### src/rtl/fifo_wr_arbiter.sv
// Round-robin arbiter sharing one syn_fifo write port among NREQ valid/ready producers.
// Registered write stage; a local credit count keeps writes off a full FIFO.
module fifo_wr_arbiter #(
  parameter int unsigned NREQ       = 4,
  parameter int unsigned DEPTH      = 16,
  parameter int unsigned DATA_WIDTH = 8,
  parameter int unsigned ID_WIDTH   = $clog2(NREQ),
  parameter int unsigned CNT_WIDTH  = $clog2(DEPTH + 1)
) (
  input  logic                       clk,
  input  logic                       rst,
  input  logic [NREQ-1:0]            req_valid,
  input  logic [NREQ*DATA_WIDTH-1:0] req_data,
  output logic [NREQ-1:0]            req_ready,
  output logic                       fifo_wr_en,
  output logic [DATA_WIDTH-1:0]      fifo_w_data,
  input  logic                       fifo_pop,
  input  logic                       fifo_overflow,
  output logic [ID_WIDTH-1:0]        grant_id,
  output logic [CNT_WIDTH-1:0]       level,
  output logic                       ovf_err
);

  logic [ID_WIDTH-1:0]   ptr_q;
  logic [CNT_WIDTH-1:0]  level_q, level_d;
  logic                  wr_en_q;
  logic [DATA_WIDTH-1:0] w_data_q;
  logic                  ovf_q;

  logic [DATA_WIDTH-1:0] words [NREQ];
  logic [ID_WIDTH-1:0]   idx, win;
  logic                  found, can_acc, acc;

  for (genvar i = 0; i < NREQ; i++) begin : g_words
    assign words[i] = req_data[i*DATA_WIDTH +: DATA_WIDTH];
  end

  // Search starts just after the last winner so every requester rotates to the front.
  always_comb begin
    found = 1'b0;
    win   = '0;
    idx   = '0;
    for (int unsigned k = 1; k <= NREQ; k++) begin
      idx = ID_WIDTH'((32'(ptr_q) + k) % NREQ);
      if (!found && req_valid[idx]) begin
        found = 1'b1;
        win   = idx;
      end
    end
  end

  // A pop this cycle only frees credit from the next cycle on.
  assign can_acc   = level_q < CNT_WIDTH'(DEPTH);
  assign acc       = rst & can_acc & found;
  assign req_ready = acc ? (NREQ'(1) << win) : '0;

  always_comb begin
    level_d = level_q;
    if (acc && !fifo_pop) begin
      level_d = level_q + CNT_WIDTH'(1);
    end else if (!acc && fifo_pop && level_q != '0) begin
      level_d = level_q - CNT_WIDTH'(1);
    end
  end

  always_ff @(posedge clk or negedge rst) begin
    if (!rst) begin
      ptr_q    <= ID_WIDTH'(NREQ - 1);
      level_q  <= '0;
      wr_en_q  <= 1'b0;
      w_data_q <= '0;
      ovf_q    <= 1'b0;
    end else begin
      wr_en_q <= acc;
      if (acc) begin
        w_data_q <= words[win];
        ptr_q    <= win;
      end
      level_q <= level_d;
      ovf_q   <= ovf_q | fifo_overflow;
    end
  end

  // The pointer always equals the last accepted id, so it doubles as grant_id.
  assign grant_id    = ptr_q;
  assign level       = level_q;
  assign fifo_wr_en  = wr_en_q;
  assign fifo_w_data = w_data_q;
  assign ovf_err     = ovf_q;

endmodule
### config.mk
export PLATFORM = sky130hd
export DESIGN_NAME = fifo_wr_arbiter
export DESIGN_NICKNAME = d
export VERILOG_FILES = /design/src/rtl/fifo_wr_arbiter.sv
export SDC_FILE = /design/constraint.sdc
export NUM_CORES = 1
export LEC_CHECK = 0
export BUFFER_PORTS_ARGS = -buffer_cell sky130_fd_sc_hd__buf_2
export CORE_MARGIN = 2
export CORE_UTILIZATION = 23
export CTS_BUF_LIST = sky130_fd_sc_hd__clkbuf_2 sky130_fd_sc_hd__clkbuf_4 sky130_fd_sc_hd__clkbuf_8
export DETAILED_ROUTE_END_ITERATION = 6
export PLACE_DENSITY = 0.58
export SYNTH_ARGS = -nofsm -noshare
export SYNTH_HDL_FRONTEND = slang
export SYNTH_SLANG_ARGS = --single-unit
### constraint.sdc
create_clock -name clk -period 5.3 [get_ports clk]
set_input_delay 0.265 -clock clk [delete_from_list [all_inputs] [get_ports clk]]
set_output_delay 0.265 -clock clk [all_outputs]
set_load 0.1 [all_outputs]
==> flow_summary.ini <==
[status]
status = finished, final reports clean

[logic_synthesis]
synth_compound_area_share_pct = 13.7
synthMuxAreaShare_pct = 18.4
yosys.area_share.simple_pct = 15.7
syn_area_per_cell_um2 = 10.4
yosysSeqAreaShare_pct = 39.6
yosys_warnings = 0
yosys_register_bits = 17
syn_area_um2 = 1080
yosys.area_share.adder_pct = 5.32
ys_types = 31
synth_top_family_by_area = multiplexers
syn_nets = 148
syn_inst = 104
synthXorXnorAreaFrac_pct = 3.24

[layout]
multi_input_comb_area_um2 = 609
drive_gt1_share_pct = 45.8
final_cell_mix = buf_2, mux2i_1, dfrtp_1
layout.nets = 211
layout_commonest_cell = buf_2
regArea_um2 = 428
final_area_um2 = 1490
antenna_cells = 0
areaGrowthSynthToFinish_pct = 37.4
fillers = 465

[critical_path]
reg2reg_from = level[4]
reg2reg_depth = 8
rrSetupSlack_ns = 3.22
r2r_end = level[3]
cp_max_fo = 18
cp-start-kind = primary input
arrival_ns = 2.47
crit_path_start = rst
critical_path_class = primary input to output port
critPathRequiredTime_ns = 5.04
critPathCaptureType = output port

[timing]
fmaxAchievable_mhz = 366
hold_viol = 0
period_needed_ns = 2.73
fin_skew_ns = 0.00292
setup_viol = 0
rsz0062_at_grt = no
slew_viol_final = 0
whs_ns = 0.210
tns_ns = 0
relSlewSlack_pct = 67.6
fin_crit_sh_pct = 51.6
tightest_slew_ns = 0.476

[min_path]
holdPathStages = 2
min_path_type = primary input to flip-flop
holdPathEnd = ovf_err
min_from = fifo_overflow

[global_route]
grt_pass1_wl_mm = 4.09
grt_util_all_layers_pct = 10.2
antenna_found_initial = 0
grt_remaining_overflow = 0
grt_pass1_vias = 852
grt_start_max_net_pins = 22

[placed_design]
place_hpwl_mm = 2.14
gp_congestion = 0.856
portBuffers = 60
post_dp_cell_area_um2 = 1430

[route]
drc = 0
drt_wl_total_mm = 2.74
vias_per_cell = 4.53
wl_per_cell_um = 12.6
ant_nets = 0
drtIter0Drc = 19
first_pass_iters = 4
dr_total_vias = 987

[cts]
cts_sinks = 17
cts_buffers = 3
clock_path_buffers = 2
root_buffer = clkbuf_8
clock_latency_ns = 0.25
path_clk_slew_ns = 0.06
htreeDepth = 1
cts_tree = done

[floorplanning]
core.rowCount = 24
fp.dieW_um = 72.6
core_area_um2 = 4440
die-area_um2 = 5260
ios = 61
fp.dieH_um = 72.6
initial_core_util_pct = 24.3

[run]
drv_cap = 0
## sequential cells by signal (all words and copies together), names as in the netlist
register,flops
grant_id,2
fifo_wr_en,1
level,5
fifo_w_data,8
ovf_err,1
## synth_stat cells
| library cell | n | area, µm² |
|---|---|---|
| dfrtp_1 | 15 | 375 |
| nand2b_1 | 2 | 12.5 |
| mux2_4 | 1 | 15.0 |
| nand3b_1 | 1 | 7.51 |
| nor2b_1 | 3 | 18.8 |
| xor2_1 | 2 | 17.5 |
| or4_4 | 1 | 11.3 |
| mux2i_2 | 1 | 13.8 |
| nand3b_4 | 1 | 20.0 |
| or4_1 | 1 | 7.51 |
| o21ai_1 | 1 | 5.00 |
| ha_1 | 3 | 37.5 |
| a31o_2 | 1 | 8.76 |
| dfstp_2 | 2 | 52.6 |
| buf_4 | 2 | 15.0 |
| buf_2 | 2 | 10.0 |
| o22ai_1 | 1 | 6.26 |
| or2_2 | 2 | 12.5 |
| inv_1 | 5 | 18.8 |
| fa_1 | 1 | 20.0 |
| a21oi_1 | 5 | 25.0 |
| and3_1 | 1 | 6.26 |
| o21ai_0 | 2 | 10.0 |
| o221ai_2 | 1 | 15.0 |
| nand2_1 | 11 | 41.3 |
| a21o_1 | 1 | 7.51 |
| mux2i_1 | 17 | 170 |
| nand2_2 | 1 | 6.26 |
| xnor2_1 | 2 | 17.5 |
| nor2_1 | 7 | 26.3 |
| o221ai_1 | 8 | 70.1 |
## kinds of logic (layout without fill, tap and decap cells)
kind of cell               after synthesis  count (layout)
buffers and inverters                    9              71
adders and majority gates                4               4
xor gates and xnor gates                 4               4
muxes                                   19              19
and+or+nand+nor                         31              31
DFF                                     17              17
AOI/OAI and AO/OA                       20              20
## final cells by class
| cell class | instances | share of cell area (%) |
|---|---|---|
| clock buffer | 3 | 2.78 |
| inverter | 5 | 1.26 |
| tap | 52 | 4.38 |
| multi-input combinational | 78 | 41.0 |
| timing repair buffer | 62 | 21.4 |
| sequential | 17 | 28.8 |
| clock inverter | 1 | 0.337 |
## timing repair
item,CTS,global route
buffers inserted,0,0
endpoints found under the hold margin,15,0
gates resized for setup,0,0
hold buffers,1,0
## how the worst max path moves through the flow
stage | depth (start not counted) | slack, ns | end
2_1_floorplan | 5 | 2.07 | req_ready[3]
3_3_place_gp | 10 | 2.98 | level[3]
3_5_place_dp | 10 | 2.94 | level[3]
4_1_cts | 6 | 2.51 | req_ready[3]
5_1_grt | 6 | 2.40 | req_ready[3]
6_report | 6 | 2.57 | req_ready[3]
## layer usage
metal / part of all wire (%) / track usage [%]
met5: 0 / 0
met3: 5.8 / 1.67
met1: 48 / 14.9
met4: 0.98 / 4.32
met2: 45 / 14.6
## critical path, stage by stage
cell	delay (ns)
dlygate4sd3_1	0.52
buf_2	0.38
nand3b_4	0.23
or2_2	0.47
nor2b_1	0.16
buf_2	0.44
## stage by stage
step           setup WS [ns]  std cells  util (%)
2_1_floorplan           2.07        104         -
6_report                2.57        218      33.4
3_3_place_gp            2.98        213      32.2
3_5_place_dp            2.94        213      32.2
4_1_cts                 2.51        218      33.4
5_1_grt                 2.40        218      33.4
Power is left out: the tool's default activity adds up to more than one toggle a clock period on the data nets, which glitch-free logic cannot reach.
